### src/rtl/rob_retire_pkg.sv
// Shared types and constants for the reorder buffer and its commit selector.
package rob_retire_pkg;

  localparam int ROB_DEPTH = 16;
  localparam int ROB_IDX_W = 4;
  localparam int ROB_PC_W  = 32;

  typedef struct packed {
    logic        v;
    logic        complete;
    logic [4:0]  dest_reg;
    logic [5:0]  pd;
    logic [5:0]  old_dest_reg;
    logic [31:0] pc;
  } rob_row_t;

endpackage

### src/rtl/rob_retire_commit_sel.sv
// Retire-enable selection for the two oldest ROB rows; pure combinational.
module rob_commit_sel (
  input  logic head_v_i,
  input  logic head_cmpl_i,
  input  logic next_v_i,
  input  logic next_cmpl_i,
  output logic ret_en_1_o,
  output logic ret_en_2_o
);

  // Lane 2 may only retire behind lane 1 so commit stays strictly in order.
  assign ret_en_1_o = head_v_i & head_cmpl_i;
  assign ret_en_2_o = ret_en_1_o & next_v_i & next_cmpl_i;

endmodule

### src/rtl/rob_retire.sv
// 16-entry reorder buffer with 2-wide allocate, 2-port completion and 2-wide in-order retire.
// Optional synchronous flush port enabled by defining ROB_FLUSH_EN.
module rob_retire
  import rob_retire_pkg::*;
#(
  parameter int DEPTH = ROB_DEPTH,
  parameter int IDX_W = ROB_IDX_W,
  parameter int PC_W  = ROB_PC_W
) (
  input  logic             clk,
  input  logic             rst,
`ifdef ROB_FLUSH_EN
  input  logic             flush,
`endif
  input  logic             alloc_v_1,
  input  logic [4:0]       alloc_rd_1,
  input  logic [5:0]       alloc_pd_1,
  input  logic [5:0]       alloc_old_pd_1,
  input  logic [PC_W-1:0]  alloc_pc_1,
  input  logic             alloc_v_2,
  input  logic [4:0]       alloc_rd_2,
  input  logic [5:0]       alloc_pd_2,
  input  logic [5:0]       alloc_old_pd_2,
  input  logic [PC_W-1:0]  alloc_pc_2,
  output logic             alloc_ready,
  output logic [IDX_W-1:0] alloc_idx_1,
  output logic [IDX_W-1:0] alloc_idx_2,
  input  logic             cmpl_v_1,
  input  logic [IDX_W-1:0] cmpl_idx_1,
  input  logic             cmpl_v_2,
  input  logic [IDX_W-1:0] cmpl_idx_2,
  output logic             ret_v_1,
  output logic [4:0]       ret_rd_1,
  output logic [5:0]       ret_pd_1,
  output logic [5:0]       ret_old_pd_1,
  output logic [PC_W-1:0]  ret_pc_1,
  output logic             ret_free_v_1,
  output logic             ret_v_2,
  output logic [4:0]       ret_rd_2,
  output logic [5:0]       ret_pd_2,
  output logic [5:0]       ret_old_pd_2,
  output logic [PC_W-1:0]  ret_pc_2,
  output logic             ret_free_v_2,
  output logic [IDX_W:0]   rob_count,
  output logic             rob_empty
);

  // Handshake: an allocate lane is accepted on a rising edge when alloc_ready
  // and its alloc_v are both high; lane 2 additionally needs lane 1. There is
  // no backpressure on completion or retire.

  rob_row_t         rows_q [DEPTH];
  rob_row_t         rows_d [DEPTH];
  logic [IDX_W-1:0] head_q, head_d, tail_q, tail_d;
  logic [IDX_W:0]   count_q, count_d;

  logic             ret_v_1_q, ret_v_1_d, ret_v_2_q, ret_v_2_d;
  logic             ret_free_1_q, ret_free_1_d, ret_free_2_q, ret_free_2_d;
  logic [4:0]       ret_rd_1_q, ret_rd_1_d, ret_rd_2_q, ret_rd_2_d;
  logic [5:0]       ret_pd_1_q, ret_pd_1_d, ret_pd_2_q, ret_pd_2_d;
  logic [5:0]       ret_opd_1_q, ret_opd_1_d, ret_opd_2_q, ret_opd_2_d;
  logic [PC_W-1:0]  ret_pc_1_q, ret_pc_1_d, ret_pc_2_q, ret_pc_2_d;

  logic [IDX_W-1:0] head_p1, tail_p1;
  logic             do_alloc_1, do_alloc_2;
  logic             ret_en_1, ret_en_2;
  logic [IDX_W:0]   n_alloc, n_ret;
  logic             kill;
  rob_row_t         head_row, next_row;

`ifdef ROB_FLUSH_EN
  assign kill = flush;
`else
  assign kill = 1'b0;
`endif

  assign head_p1  = head_q + 1'b1;
  assign tail_p1  = tail_q + 1'b1;
  assign head_row = rows_q[head_q];
  assign next_row = rows_q[head_p1];

  // Uses the pre-commit count, so a row freed this cycle is never reused this cycle.
  assign alloc_ready = (count_q <= (IDX_W+1)'(DEPTH - 2));
  assign do_alloc_1  = alloc_ready & alloc_v_1;
  assign do_alloc_2  = do_alloc_1 & alloc_v_2;

  rob_commit_sel u_commit_sel (
    .head_v_i    (head_row.v),
    .head_cmpl_i (head_row.complete),
    .next_v_i    (next_row.v),
    .next_cmpl_i (next_row.complete),
    .ret_en_1_o  (ret_en_1),
    .ret_en_2_o  (ret_en_2)
  );

  assign n_alloc = (IDX_W+1)'(do_alloc_1) + (IDX_W+1)'(do_alloc_2);
  assign n_ret   = (IDX_W+1)'(ret_en_1) + (IDX_W+1)'(ret_en_2);

  always_comb begin
    rows_d = rows_q;
    if (cmpl_v_1 && rows_q[cmpl_idx_1].v) rows_d[cmpl_idx_1].complete = 1'b1;
    if (cmpl_v_2 && rows_q[cmpl_idx_2].v) rows_d[cmpl_idx_2].complete = 1'b1;
    if (ret_en_1) begin
      rows_d[head_q].v        = 1'b0;
      rows_d[head_q].complete = 1'b0;
    end
    if (ret_en_2) begin
      rows_d[head_p1].v        = 1'b0;
      rows_d[head_p1].complete = 1'b0;
    end
    if (do_alloc_1)
      rows_d[tail_q] = '{v: 1'b1, complete: 1'b0, dest_reg: alloc_rd_1, pd: alloc_pd_1,
                         old_dest_reg: alloc_old_pd_1, pc: alloc_pc_1};
    if (do_alloc_2)
      rows_d[tail_p1] = '{v: 1'b1, complete: 1'b0, dest_reg: alloc_rd_2, pd: alloc_pd_2,
                          old_dest_reg: alloc_old_pd_2, pc: alloc_pc_2};
    head_d  = head_q + n_ret[IDX_W-1:0];
    tail_d  = tail_q + n_alloc[IDX_W-1:0];
    count_d = count_q + n_alloc - n_ret;

    ret_v_1_d    = ret_en_1;
    ret_free_1_d = ret_en_1 & (head_row.dest_reg != 5'd0);
    ret_rd_1_d   = ret_en_1 ? head_row.dest_reg     : '0;
    ret_pd_1_d   = ret_en_1 ? head_row.pd           : '0;
    ret_opd_1_d  = ret_en_1 ? head_row.old_dest_reg : '0;
    ret_pc_1_d   = ret_en_1 ? head_row.pc           : '0;
    ret_v_2_d    = ret_en_2;
    ret_free_2_d = ret_en_2 & (next_row.dest_reg != 5'd0);
    ret_rd_2_d   = ret_en_2 ? next_row.dest_reg     : '0;
    ret_pd_2_d   = ret_en_2 ? next_row.pd           : '0;
    ret_opd_2_d  = ret_en_2 ? next_row.old_dest_reg : '0;
    ret_pc_2_d   = ret_en_2 ? next_row.pc           : '0;

    // Flush wins over everything happening in the same cycle.
    if (kill) begin
      for (int i = 0; i < DEPTH; i++) begin
        rows_d[i].v        = 1'b0;
        rows_d[i].complete = 1'b0;
      end
      head_d       = '0;
      tail_d       = '0;
      count_d      = '0;
      ret_v_1_d    = 1'b0;
      ret_v_2_d    = 1'b0;
      ret_free_1_d = 1'b0;
      ret_free_2_d = 1'b0;
    end
  end

  always_ff @(posedge clk or posedge rst) begin
    if (rst) begin
      for (int i = 0; i < DEPTH; i++) rows_q[i] <= '0;
      head_q       <= '0;
      tail_q       <= '0;
      count_q      <= '0;
      ret_v_1_q    <= 1'b0;
      ret_free_1_q <= 1'b0;
      ret_rd_1_q   <= '0;
      ret_pd_1_q   <= '0;
      ret_opd_1_q  <= '0;
      ret_pc_1_q   <= '0;
      ret_v_2_q    <= 1'b0;
      ret_free_2_q <= 1'b0;
      ret_rd_2_q   <= '0;
      ret_pd_2_q   <= '0;
      ret_opd_2_q  <= '0;
      ret_pc_2_q   <= '0;
    end else begin
      rows_q       <= rows_d;
      head_q       <= head_d;
      tail_q       <= tail_d;
      count_q      <= count_d;
      ret_v_1_q    <= ret_v_1_d;
      ret_free_1_q <= ret_free_1_d;
      ret_rd_1_q   <= ret_rd_1_d;
      ret_pd_1_q   <= ret_pd_1_d;
      ret_opd_1_q  <= ret_opd_1_d;
      ret_pc_1_q   <= ret_pc_1_d;
      ret_v_2_q    <= ret_v_2_d;
      ret_free_2_q <= ret_free_2_d;
      ret_rd_2_q   <= ret_rd_2_d;
      ret_pd_2_q   <= ret_pd_2_d;
      ret_opd_2_q  <= ret_opd_2_d;
      ret_pc_2_q   <= ret_pc_2_d;
    end
  end

  assign alloc_idx_1  = tail_q;
  assign alloc_idx_2  = tail_p1;
  assign rob_count    = count_q;
  assign rob_empty    = (count_q == '0);
  assign ret_v_1      = ret_v_1_q;
  assign ret_free_v_1 = ret_free_1_q;
  assign ret_rd_1     = ret_rd_1_q;
  assign ret_pd_1     = ret_pd_1_q;
  assign ret_old_pd_1 = ret_opd_1_q;
  assign ret_pc_1     = ret_pc_1_q;
  assign ret_v_2      = ret_v_2_q;
  assign ret_free_v_2 = ret_free_2_q;
  assign ret_rd_2     = ret_rd_2_q;
  assign ret_pd_2     = ret_pd_2_q;
  assign ret_old_pd_2 = ret_opd_2_q;
  assign ret_pc_2     = ret_pc_2_q;

endmodule
### config.mk
export PLATFORM = sky130hd
export DESIGN_NAME = rob_retire
export DESIGN_NICKNAME = d
export VERILOG_FILES = /design/src/rtl/rob_retire_pkg.sv /design/src/rtl/rob_retire_commit_sel.sv /design/src/rtl/rob_retire.sv
export SDC_FILE = /design/constraint.sdc
export NUM_CORES = 2
export LEC_CHECK = 0
export CAP_MARGIN = 30
export CORE_UTILIZATION = 57
export CTS_CLUSTER_DIAMETER = 60
export CTS_CLUSTER_SIZE = 24
export DETAILED_ROUTE_END_ITERATION = 10
export MAX_ROUTING_LAYER = met4
export PLACE_DENSITY = 0.75
export SYNTH_ARGS = -nofsm -noshare
export SYNTH_HDL_FRONTEND = slang
export SYNTH_HIERARCHICAL = 1
export SYNTH_SLANG_ARGS = --single-unit
### constraint.sdc
create_clock -name clk -period 36.3 [get_ports clk]
set_input_delay 5.445 -clock clk [delete_from_list [all_inputs] [get_ports clk]]
set_output_delay 5.445 -clock clk [all_outputs]
set_load 0.02 [all_outputs]
==> impl_metrics.csv <==
group,metric,value,unit
power,peakVddDrop,0.0840,mV
cells_and_area,final_nets,3971,
clock_network,clock-sinks,931,
setup_path,rr_startpoint,"head_q[1]$_DFF_PP0_",
clock_network,numCtsBuffers,88,
synth,ys_warn_count,6,
floorplanning,die_width,318,um
drt,drt_drc_violations_left,0,
synth,syn_inst,3822,
placed_design,io_buffers,228,
global_route,grt_max_degree,135,
clock_network,clk_pin_slew_worst_paths,0.08,ns
synth,synth_flop_cell,"dfrtp_1",
timing,setup_violations,0,
floorplanning,core,98700,um^2
drt,dr_total_vias,36668,
timing,tightest_slew,1.19,ns
setup_path,cp-start-kind,"primary input",
setup_path,rr_endpoint,"rob_count[4]$_DFF_PP0_",
cells_and_area,fin_cells,5205,
drt,drt_first_pass_iters,6,
synth,syn-cell-area,57000,um^2
setup_path,worstPathMaxFanout,97,
synth,syn_area_per_cell,14.9,um^2
timing,slew_headroom,0.204,
drt,post_drt_wl_per_cell,32.5,um
power,p_per_area,96.6,nW/um^2
synth,ys_ff_latch,931,
floorplanning,initial_utilization,0.578,
placed_design,gp_congestion,0.853,
global_route,grtUsageMet3,0.0618,
synth,synth_nets,3964,
setup_path,worstSetupStartpoint,"rst",
timing,setup-tns-final,0,ns
clock_network,clock_latency,0.71,ns
setup_path,critPathKind,"primary input to asynchronous set/reset pin",
synth,synth_edf_count,0,
setup_path,r2r_slack,30.28,ns
timing,rsz0062_at_grt,"false",
cells_and_area,final_common_cell,"mux2_2",
setup_path,worst_ep_required_time,36.99,ns
global_route,grt.overflow.total,0,
run,drv_cap,0,
clock_network,cts_buffer_depth,3,
timing,hold_viol_final,0,
synth,synth-async-reset-ratio,1.00,
clock_network,htree_levels,3,
power,cellLeakagePower,0.0269,uW
drt,drt_iter0_markers,3857,
cells_and_area,syn2layout_area_growth,11.9,%
timing,max_freq,0.114,GHz
outcome,status,"finished, final reports clean",
clock_network,ctsHoldBuffers,0,
global_route,antenna_found_initial,17,
timing,fin_crit_sh,0.242,
clock_network,postCtsSetupRepairBufs,0,
floorplanning,ios,229,
floorplanning,rows,115,
drt,routed_via_density,7.04,
global_route,grt_util_met1,0.470,
floorplanning,die_area,101000,um^2
cells_and_area,layout_common_cells,"mux2_2, dfrtp_1, mux4_2",
cells_and_area,layout-drive-gt1-share,0.587,
placed_design,dp.cells,5020,
timing,clock-skew-final,0.0479,ns
global_route,grt_pass1_wl,253000,um
synth,synth_cell_type_count,60,
setup_path,end_kind,"asynchronous set/reset pin",
global_route,grt_pass1_vias,37235,
setup_path,worstRegToRegCells,21,
global_route,grt_use_total,0.345,
worst_hold_path,min_to,"rows_q[662]$_DFF_PP0_",
global_route,grt_use_met2,0.532,
worst_hold_path,hold_path_class,"register to register",
setup_path,critPathArrivalTime,9.46,ns
global_route,grt.busiest_layer,"met2",
synth,yosysSeqAreaShare,0.409,
timing,fin_crit,8.77,ns
clock_network,cts_tree,"done",
drt,ant_nets,0,
drt,drt_wl_total,169000,um
placed_design,hpwl,95600,um
floorplanning,fp.dieH,318,um
worst_hold_path,hold_depth,1,
clock_network,cts_resized,0,
clock_network,cts-root-buf,"clkbuf_16",
worst_hold_path,hp-start,"rows_q[662]$_DFF_PP0_",
timing,slew_viol_final,0,
-- through the flow --
stage	hold WS, ns	utilization	setup slack [ns]	instance area (um^2)	total power [uW]
after CTS	0.556	0.645	27.30	63600	6140
after detailed placement	0.530	0.612	26.57	60400	5100
after floorplan	0.494	-	4.68	57000	4240
after global placement	0.519	0.608	26.61	60000	4970
final	0.562	0.647	27.53	63800	6170
after global routing	0.579	0.647	26.90	63800	6450
-- where the power goes --
group | internal, uW | switching [uW] | total, uW
registers | 1500 | 383 | 1890
clock network | 542 | 498 | 1040
logic | 1890 | 1350 | 3240
total | 3940 | 2230 | 6170
-- routing by layer --
layer | routed length, um | up-vias | part of all wire
met1 | 69000 | 19711 | 0.41
li1 | - | 14783 | -
met5 | 0 | - | 0
met2 | 81200 | 1823 | 0.48
met4 | 5360 | 0 | 0.032
met3 | 13600 | 351 | 0.080
-- worst max-delay path by stage --
stage	end	slack, ns
after floorplan	alloc_idx_1[0]$_DFF_PP0_	4.68
after global placement	ret_old_pd_2[1]$_DFF_PP0_	26.61
after detailed placement	ret_old_pd_2[1]$_DFF_PP0_	26.57
after CTS	rows_q[417]$_DFF_PP0_	27.30
after global routing	rows_q[733]$_DFF_PP0_	26.90
final	rows_q[631]$_DFF_PP0_	27.53
-- cells in the mapped netlist (all sizes together), types with 3 or more instances --
library cell  instances  share of area
a211o                 8         0.0012
a211oi                3        0.00079
a21o                  3        0.00039
a21oi                20         0.0018
a22oi                15         0.0020
a32o                  5        0.00088
a32oi                 4        0.00061
and2                106          0.012
and3                  7        0.00086
and4                  3        0.00046
buf                 217          0.019
clkbuf              182          0.012
dfrtp               931           0.41
fa                    4         0.0014
ha                   26         0.0057
inv                  35         0.0023
mux2               1568           0.31
mux2i                12         0.0021
mux4                499           0.20
nand2                41         0.0031
nand2b                6        0.00070
nand3                26         0.0024
nor2                 19         0.0013
nor2b                10         0.0011
nor4b                10         0.0015
nor4bb                4        0.00070
o211ai                4        0.00053
o21ai                 3        0.00026
o22ai                15         0.0016
xnor2                 9         0.0014
xor2                  3        0.00046
-- cell families after synthesis --
| kind of cell | count (synthesis) | share of synthesized area |
|---|---|---|
| and+or+nand+nor | 243 | 0.0251 |
| adders and majority gates | 30 | 0.00711 |
| DFF | 931 | 0.409 |
| buffers and inverters | 434 | 0.0331 |
| muxes | 2079 | 0.512 |
| AOI/OAI and AO/OA | 93 | 0.0127 |
| xor gates and xnor gates | 12 | 0.00184 |
-- critical path, stage by stage --
cell and delay, ns:
clkdlybuf4s50_1 0.49, inv_8 0.45, buf_4 0.68, buf_4 0.75
buf_4 0.72, buf_4 0.78
-- layout make-up --
type                            count  area [um^2]
Fill cell                        7100        34900
Multi-Input combinational cell   2457        32200
Sequential cell                   931        23300
Timing Repair Buffer              316         3310
Clock buffer                       93         2270
Tap cell                         1287         1610
Clock inverter                     69          977
Inverter                           35          139
Antenna cell                       17         42.5
-- sequential cells by signal, indices dropped and copies added, names as in the netlist, 4 cells and up --
register / count
ret_pc_1: 32
alloc_idx_1: 4
ret_pd_1: 6
ret_old_pd_1: 6
ret_old_pd_2: 6
ret_rd_1: 5
rows_q: 816
ret_pd_2: 6
ret_rd_2: 5
ret_pc_2: 32
rob_count: 5
head_q: 4
No activity file was read; power rests on OpenSTA's default activity.
